===== config.mk =====
export PLATFORM = sky130hd
export DESIGN_NAME = cnu_serial
export DESIGN_NICKNAME = d
export VERILOG_FILES = /design/src/rtl/ldpc_pkg.sv /design/src/rtl/cnu_min_track.sv /design/src/rtl/cnu_serial.sv
export SDC_FILE = /design/constraint.sdc
export NUM_CORES = 1
export LEC_CHECK = 0
export CAP_MARGIN = 20
export CORE_UTILIZATION = 25
export CTS_BUF_LIST = sky130_fd_sc_hd__clkbuf_4 sky130_fd_sc_hd__clkbuf_8 sky130_fd_sc_hd__clkbuf_16
export CTS_CLUSTER_DIAMETER = 120
export DETAILED_ROUTE_END_ITERATION = 16
export SLEW_MARGIN = 20
export SYNTH_ARGS = -nofsm -noshare
export SYNTH_HDL_FRONTEND = slang
export SYNTH_SLANG_ARGS = --single-unit

===== constraint.sdc =====
create_clock -name clk -period 11.8 [get_ports clk]
set_input_delay 1.18 -clock clk [delete_from_list [all_inputs] [get_ports clk]]
set_output_delay 1.18 -clock clk [all_outputs]
set_load 0.01 [all_outputs]

===== src/rtl/ldpc_pkg.sv =====
// Shared LDPC decoder definitions: message type, magnitude saturation limit
// and the check-node FSM state encoding. Also used by the variable node stage.
package ldpc_pkg;

  localparam int MSG_W   = 8;
  localparam int MAG_MAX = (1 << (MSG_W - 1)) - 1;

  typedef logic signed [MSG_W-1:0] msg_t;

  typedef enum logic [1:0] {
    ST_IDLE    = 2'd0,
    ST_COLLECT = 2'd1,
    ST_EMIT    = 2'd2
  } cnu_state_t;

endpackage


===== src/rtl/cnu_min_track.sv =====
// Combinational next-state logic for the running first/second minimum and the
// column index of the first minimum. The registers live in cnu_serial.
module cnu_min_track #(
  parameter int MAG_W = 7,
  parameter int IDX_W = 3
) (
  input  logic [MAG_W-1:0] mag_i,
  input  logic [IDX_W-1:0] cnt_i,
  input  logic [MAG_W-1:0] min1_i,
  input  logic [MAG_W-1:0] min2_i,
  input  logic [IDX_W-1:0] idx_i,
  output logic [MAG_W-1:0] min1_o,
  output logic [MAG_W-1:0] min2_o,
  output logic [IDX_W-1:0] idx_o
);

  // Strict compares: a tie with min1 falls through to min2, so idx keeps the
  // first column that reached the minimum.
  always_comb begin
    min1_o = min1_i;
    min2_o = min2_i;
    idx_o  = idx_i;
    if (mag_i < min1_i) begin
      min2_o = min1_i;
      min1_o = mag_i;
      idx_o  = cnt_i;
    end else if (mag_i < min2_i) begin
      min2_o = mag_i;
    end
  end

endmodule


===== src/rtl/cnu_serial.sv =====
// Serial min-sum check node unit: collects DC q messages of one row, then
// streams DC r messages back with the row parity.
// Optional feature: define CNU_OFFSET_EN for offset min-sum (magnitude minus
// OFFSET, floored at zero); undefined gives plain min-sum.
//
// state      | meaning
// ST_IDLE    | just out of reset, arms COLLECT on the next edge
// ST_COLLECT | accepting q messages, tracking min1/min2/idx and signs
// ST_EMIT    | presenting r messages, one per out handshake
module cnu_serial
  import ldpc_pkg::*;
#(
  parameter int DATA_W = 8,
  parameter int DC     = 6,
  parameter int OFFSET = 1
) (
  input  logic              clk,
  input  logic              rst_n,
  input  logic              in_valid,
  output logic              in_ready,
  input  logic [DATA_W-1:0] in_q,
  output logic              out_valid,
  input  logic              out_ready,
  output logic [DATA_W-1:0] out_r,
  output logic              out_last,
  output logic              parity
);

  localparam int MAG_W = DATA_W - 1;
  localparam int IDX_W = (DC > 1) ? $clog2(DC) : 1;
  localparam logic [IDX_W-1:0] LAST_COL = IDX_W'(DC - 1);

  cnu_state_t        state_q;
  logic [IDX_W-1:0]  cnt_q;
  logic [MAG_W-1:0]  min1_q, min2_q;
  logic [IDX_W-1:0]  idx_q;
  logic [DC-1:0]     sign_q;
  logic              sgn_all_q;
  logic              in_ready_q, out_valid_q, out_last_q, parity_q;
  logic [DATA_W-1:0] out_r_q;

  logic              in_fire, out_fire, q_sign, sgn_all_d;
  logic [DATA_W-1:0] q_neg;
  logic [MAG_W-1:0]  mag_d, min1_d, min2_d;
  logic [IDX_W-1:0]  idx_d, cnt_inc;
  logic [DC-1:0]     sign_d;

  assign in_fire   = in_valid & in_ready_q;
  assign out_fire  = out_valid_q & out_ready;
  assign q_sign    = in_q[DATA_W-1];
  assign q_neg     = -in_q;
  assign sgn_all_d = sgn_all_q ^ q_sign;
  assign cnt_inc   = cnt_q + IDX_W'(1);

  // Magnitude of the incoming q; the most negative code saturates to all-ones.
  always_comb begin
    mag_d = in_q[MAG_W-1:0];
    if (q_sign) begin
      mag_d = q_neg[DATA_W-1] ? '1 : q_neg[MAG_W-1:0];
    end
  end

  // Sign vector including the column being accepted this cycle, so r_0 can be
  // formed on the final q handshake.
  always_comb begin
    sign_d        = sign_q;
    sign_d[cnt_q] = q_sign;
  end

  cnu_min_track #(
    .MAG_W (MAG_W),
    .IDX_W (IDX_W)
  ) u_min_track (
    .mag_i  (mag_d),
    .cnt_i  (cnt_q),
    .min1_i (min1_q),
    .min2_i (min2_q),
    .idx_i  (idx_q),
    .min1_o (min1_d),
    .min2_o (min2_d),
    .idx_o  (idx_d)
  );

`ifndef CNU_OFFSET_EN
  localparam logic [31:0] OFFSET_BITS = OFFSET;
  logic unused_offset;
  assign unused_offset = ^OFFSET_BITS;
`endif

  function automatic logic [DATA_W-1:0] r_calc(
    input logic [IDX_W-1:0] col,
    input logic [MAG_W-1:0] m1,
    input logic [MAG_W-1:0] m2,
    input logic [IDX_W-1:0] idx,
    input logic             sgn_all,
    input logic [DC-1:0]    signs
  );
    logic [MAG_W-1:0]  m;
    logic [DATA_W-1:0] v;
    m = (col == idx) ? m2 : m1;
`ifdef CNU_OFFSET_EN
    m = (m > MAG_W'(OFFSET)) ? (m - MAG_W'(OFFSET)) : '0;
`endif
    v = {1'b0, m};
    return (sgn_all ^ signs[col]) ? -v : v;
  endfunction

  // Frame FSM with all handshake/output registers; mins are re-armed whenever
  // COLLECT is (re)entered so no state leaks between rows.
  always_ff @(posedge clk) begin
    if (!rst_n) begin
      state_q     <= ST_IDLE;
      cnt_q       <= '0;
      min1_q      <= '1;
      min2_q      <= '1;
      idx_q       <= '0;
      sign_q      <= '0;
      sgn_all_q   <= 1'b0;
      in_ready_q  <= 1'b0;
      out_valid_q <= 1'b0;
      out_r_q     <= '0;
      out_last_q  <= 1'b0;
      parity_q    <= 1'b0;
    end else begin
      case (state_q)
        ST_IDLE: begin
          state_q    <= ST_COLLECT;
          in_ready_q <= 1'b1;
          cnt_q      <= '0;
          min1_q     <= '1;
          min2_q     <= '1;
          idx_q      <= '0;
          sgn_all_q  <= 1'b0;
        end
        ST_COLLECT: begin
          if (in_fire) begin
            sign_q    <= sign_d;
            min1_q    <= min1_d;
            min2_q    <= min2_d;
            idx_q     <= idx_d;
            sgn_all_q <= sgn_all_d;
            if (cnt_q == LAST_COL) begin
              state_q     <= ST_EMIT;
              cnt_q       <= '0;
              in_ready_q  <= 1'b0;
              out_valid_q <= 1'b1;
              out_r_q     <= r_calc('0, min1_d, min2_d, idx_d, sgn_all_d, sign_d);
              out_last_q  <= 1'b0;
              parity_q    <= sgn_all_d;
            end else begin
              cnt_q <= cnt_inc;
            end
          end
        end
        ST_EMIT: begin
          if (out_fire) begin
            if (cnt_q == LAST_COL) begin
              state_q     <= ST_COLLECT;
              cnt_q       <= '0;
              in_ready_q  <= 1'b1;
              out_valid_q <= 1'b0;
              out_last_q  <= 1'b0;
              min1_q      <= '1;
              min2_q      <= '1;
              idx_q       <= '0;
              sgn_all_q   <= 1'b0;
            end else begin
              cnt_q      <= cnt_inc;
              out_r_q    <= r_calc(cnt_inc, min1_q, min2_q, idx_q, sgn_all_q, sign_q);
              out_last_q <= (cnt_inc == LAST_COL);
            end
          end
        end
        default: begin
          state_q    <= ST_IDLE;
          in_ready_q <= 1'b0;
        end
      endcase
    end
  end

  assign in_ready  = in_ready_q;
  assign out_valid = out_valid_q;
  assign out_r     = out_r_q;
  assign out_last  = out_last_q;
  assign parity    = parity_q;

endmodule


# == Word level (Yosys, flattened, before mapping) ==
# Cells that the tools add are included.
# word_totals
regBits,41
input_bits,12
output_inout_bits,12
elab_cells,101
# op_classes
n_addsub,4
order_cmp,5
n_eq_ne,10
muxes,52
bitwise_logic,5
n_reduce_logical,13
# op_table
operator,count
$mux 7,11
$mux 8,6
$pmux 7 s3,2
$mux 3,7
$pmux 3 s3,2
$neg 7->8,2
$pmux 8 s2,1
$lt 7x7->1,2
$reduce_and 4->1,3
$mux 1,11
$ne 2x2->1 const B,5
$reduce_and 5->1,2
$lt 3x4->1 const B,2
$mux 2,4
$neg 8->8,1
$bwmux 6,1
$eq 3x3->1 const B,2
$pmux 1 s3,2
$pmux 2 s3,1
$reduce_and 3->1,2
$pmux 1 s2,2
$add 3x1->3 const B,1
$bmux 1 s3,1
$demux 1 s3,1
other kinds (12),15

# == Logic depth before layout (Yosys ltp) ==
# logic_depth
depth_word,12
ltp_mapped,18
ltp_nobuf,17

# == By module ==
# A second synthesis with hierarchy kept.
# unflattened
hier_cells,452
hier_area_um2,3495.9
# modules_own_cells
module,n_inst,cells_each,area_each_um2,seq_area_each_um2
cnu_serial,1,377,2902.8,800.8
cnu_min_track,1,75,593.1,0.0

# == Worst setup path after synthesis ==
# Ideal clock, no wire load.
# synth_path
kind,input to register
startpoint,in in_q[5]
endpoint,"reg out_r_q[4], in the netlist out_r[4]"
setup_ns,0.134
t_arrival_ns,4.555
t_required_ns,11.666
slack_ns,7.110
stages,16
path_buffers,1
cell_sequence,or4_4 o311ai_0 o21ai_0 ha_1 and3_1 a221o_1 a21oi_2 buf_6 mux2i_1 nand2_1 o221ai_4 ha_1 nor2_1 mux2_2 o21ai_0 a31oi_1
# synth_between
elab_chain_len,12
word_cells_on_any_way,16
cone_classes,add/sub (2); order compare (2); mux (11); reduce/logical (1)
# synth_rtl
element,line_no,text
from (decl),cnu_serial.sv:21,"input logic [DATA_W-1:0] in_q,"
$neg 8->8,cnu_serial.sv:51,assign q_neg = -in_q;
$mux 7,cnu_serial.sv:59,mag_d = q_neg[DATA_W-1] ? '1 : q_neg[MAG_W-1:0];
$mux 7 (*),cnu_serial.sv:58,if (q_sign) begin
$lt 7x7->1 (on tied branches),"cnu_min_track.sv:23, cnu_min_track.sv:27",
$mux 3 / $mux 7 (equally long branches),"cnu_min_track.sv:23, cnu_min_track.sv:27",
$logic_not 3->1 / $mux 7 (equally long branches),"cnu_serial.sv:100, cnu_min_track.sv:23",
$mux 7 (*),cnu_serial.sv:100,m = (col == idx) ? m2 : m1;
$neg 7->8,cnu_serial.sv:105,return (sgn_all ^ signs[col]) ? -v : v;
$mux 8 (*),cnu_serial.sv:105,
$mux 8 (*),cnu_serial.sv:142,if (cnt_q == LAST_COL) begin
$mux 8 (*),cnu_serial.sv:136,if (in_fire) begin
$pmux 8 s2 (*),cnu_serial.sv:125,case (state_q)
to (signal assigned),cnu_serial.sv:147,"out_r_q <= r_calc('0, min1_d, min2_d, idx_d, sgn_all_d, sign_d);"
to (signal assigned),cnu_serial.sv:169,"out_r_q <= r_calc(cnt_inc, min1_q, min2_q, idx_q, sgn_all_q, sign_q);"
to (decl),cnu_serial.sv:40,logic [DATA_W-1:0] out_r_q;
# Mark *: on every way between the ends. The rest lies on a longest branch, timed or not. The select of a mux whose other input is x is not followed.
# A chain may end at the register's enable or synchronous reset.

# == Worst setup path in the final report ==
# layout_path
startpoint,in in_q[7]
endpoint,"reg out_r_q[4], in the netlist out_r[4]"
# layout_between
elab_chain_len,12
word_cells_on_any_way,19
cone_classes,add/sub (2); order compare (2); mux (12); bitwise (2); reduce/logical (1)
# layout_rtl
element,line_no
$neg 8->8,cnu_serial.sv:51
$mux 7,cnu_serial.sv:59
$mux 7,cnu_serial.sv:58
$lt 7x7->1 (on tied branches),"cnu_min_track.sv:23, cnu_min_track.sv:27"
$mux 3 / $mux 7 (equally long branches),"cnu_min_track.sv:23, cnu_min_track.sv:27"
$logic_not 3->1 / $mux 7 (equally long branches),"cnu_serial.sv:100, cnu_min_track.sv:23"
$mux 7,cnu_serial.sv:100
$neg 7->8,cnu_serial.sv:105
$mux 8 (*),cnu_serial.sv:105
$mux 8 (*),cnu_serial.sv:142
$mux 8 (*),cnu_serial.sv:136
$pmux 8 s2 (*),cnu_serial.sv:125
# Marks and branches as above.

==> metrics.yaml <==
cp.required_ps: 11960
die_y_um: 118
post-route-period-util_pct: 48.4
seq_area_frac_synth_pct: 24.6
critPathArrivalTime_ps: 5870
dp_hpwl_um: 6980
yosys_register_bits: 41
setup_viol: 0
cp-end-kind: "flop"
drtIter0Drc: 163
worstHoldStart: "out_r[0]"
synth_edf_count: 0
rsz0062_at_grt: "false"
synth.net_count: 464
syn_inst: 430
place.gp.congestion: 0.881
vdd_drop_max_mv: 0.0887
grt-ovfl-total: 0
firstDrtPassIters: 4
slew_viol_final: 0
cts_hold_buf: 0
clock.fmax_ghz: 0.175
skew_ps: 3.68
nets: 476
grtUsageTotal_pct: 13.9
htreeDepth: 2
cts_tree: "done"
synth_area_um2: 3340
ios: 24
diodes: 0
clkTransAtPathRegs_ps: 60
async_flop_share_pct: 0
p_leak_uw: 0.00155
via_per_inst: 5.27
root_buffer: "clkbuf_16"
core_um2: 12800
grt_pass1_wl_um: 15800
area_growth_pct: 15.4
power.total_uw: 724
cts.sinks: 41
clk_path_buf_depth: 2
rows: 41
fillers: 1379
die_w_um: 118
avgSynthCellArea_um2: 7.77
ant_nets: 0
grt_pass1_vias: 3084
synthFlopType: "dfxtp_1"
grt_max_degree: 43
worstMarginPinSlew_ps: 823
worst-path-max-fanout: 19
vias: 3240
port-buffer-count: 23
cts-resized-gates: 0
hold_path.class: "reg2reg"
drc_errors: 0
crit_path_start: "in_q[7]"
cp-start-kind: "input port"
cap_violations: 0
power_per_cell_area_nw_per_um2: 188
fin_crit_ps: 5710
status: "finished clean"
layout-drive-gt1-share_pct: 7.00
routedWlPerCell_um: 15.2
crit_type: "in2reg"
fin_tns_setup_ps: 0
drt-total-wl_um: 9340
die_area_um2: 13800
rr_startpoint: "cnt_q[0]"
yosysUniqueCellTypes: 71
ys_warn_count: 0
numCtsBuffers: 5
maxSlewHeadroom_pct: 44.6
finalHoldViolations: 0
insertion_delay_ps: 290
post_cts_buffers: 0
start_util_pct: 26.1
antenna_found_initial: 0
==> layer usage <==
metal	vias up	GRT usage (%)	part of all wire [%]
met2	74	24.5	49
met5	-	0	0
met4	0	3.77	1.6
met1	1559	17.6	46
met3	16	1.89	3.5
li1	1591	-	-
==> per-stage QoR <==
step | instances | setup slack (ps) | util (%) | hold WS (ps) | area (um^2)
floorplan | 430 | 7110 | - | 477 | 3340
global placement | 607 | 6030 | 28.9 | 457 | 3710
detailed placement | 607 | 5810 | 28.9 | 460 | 3710
CTS | 615 | 6110 | 30.1 | 468 | 3850
global route | 615 | 5790 | 30.1 | 501 | 3850
finish | 615 | 6090 | 30.1 | 461 | 3850
==> critical path: stages <==
cell	delay [ps]
clkdlybuf4s50_1	890
nor4b_2	390
nand2_1	160
a21oi_1	160
a21o_1	250
ha_1	300
a21o_1	170
a221o_1	350
a21oi_2	540
a21oi_1	280
o21ai_2	300
ha_1	250
nor2_1	80
mux2_2	280
o21ai_0	150
a31oi_1	100
==> cell usage after synthesis, drive strengths merged, types with 2 or more instances <==
cell	n	area (um^2)
a211o	2	17.5
a211oi	2	15.0
a21boi	5	37.5
a21o	5	38.8
a21oi	33	184
a22oi	5	37.5
a31oi	9	56.3
and2	6	37.5
and3	5	31.3
buf	5	38.8
clkbuf	15	56.3
dfxtp	41	821
ha	22	275
inv	24	90.1
mux2i	14	140
nand2	54	210
nand3	9	57.6
nand4	5	31.3
nor2	37	139
nor2b	13	81.3
nor3	11	60.1
nor4	3	33.8
o211ai	4	35.0
o21a	3	22.5
o21ai	28	155
o221a	2	22.5
o221ai	4	52.6
o22ai	14	87.6
o311ai	2	17.5
o31ai	2	15.0
o32a	2	20.0
or3	3	18.8
or4	3	26.3
or4b	2	20.0
xnor2	10	87.6
xor2	6	52.6
==> flip-flops by register name (all words and copies together), names as in the netlist <==
| signal | count |
|---|---|
| sgn_all_q | 1 |
| min2_q | 7 |
| sign_q | 6 |
| cnt_q | 3 |
| in_ready | 1 |
| idx_q | 3 |
| out_last | 1 |
| min1_q | 7 |
| out_r | 8 |
| state_q | 2 |
| out_valid | 1 |
| parity | 1 |
==> area by class of cell <==
type	instances	area [um^2]	share of cell area [%]
clock buffer	6	133	3.44
clock inverter	2	15.0	0.389
inverter	24	90.1	2.34
multi-input combinational	345	2340	60.6
sequential	41	821	21.3
tap	172	215	5.58
timing repair buffer	25	245	6.36
==> path summary, 6_finish.rpt <==
path | end | slack (ps) | depth (start not counted)
setup reg to reg | out_r[6] | 8070 | 12
setup / recovery | out_r[4] | 6090 | 16
hold reg to reg | out_r[0] | 460 | 2
hold / removal | out_r[0] | 460 | 2
==> placed cells by master, fill, tap and decap left out, types with 6 or more instances in the layout <==
| cell type | n |
|---|---|
| mux2i_1 | 14 |
| dfxtp_1 | 41 |
| o22ai_1 | 14 |
| nand2_1 | 53 |
| xor2_1 | 6 |
| a21oi_1 | 30 |
| a31oi_1 | 9 |
| o21ai_0 | 26 |
| and2_1 | 6 |
| nor3_1 | 10 |
| clkdlybuf4s50_1 | 23 |
| nor2_1 | 37 |
| nand3_1 | 8 |
| nor2b_1 | 13 |
| ha_1 | 22 |
| xnor2_1 | 10 |
| inv_1 | 24 |
==> cell families after synthesis <==
group / Yosys count / share of synthesized area [%]
simple gates: 155 / 23.4
compound gates: 135 / 28.2
buf+inv: 44 / 5.54
flops: 41 / 24.6
fa+ha+maj: 22 / 8.24
xor+xnor: 17 / 4.87
mux: 16 / 5.20
==> report_power, final <==
group	switching, uW	leakage, uW	internal, uW
clock	60.7	0.0000665	80.9
sequential	26.2	0.000333	159
combinational	251	0.00115	146
total	338	0.00155	386
Power figures use the tool's default switching activity.
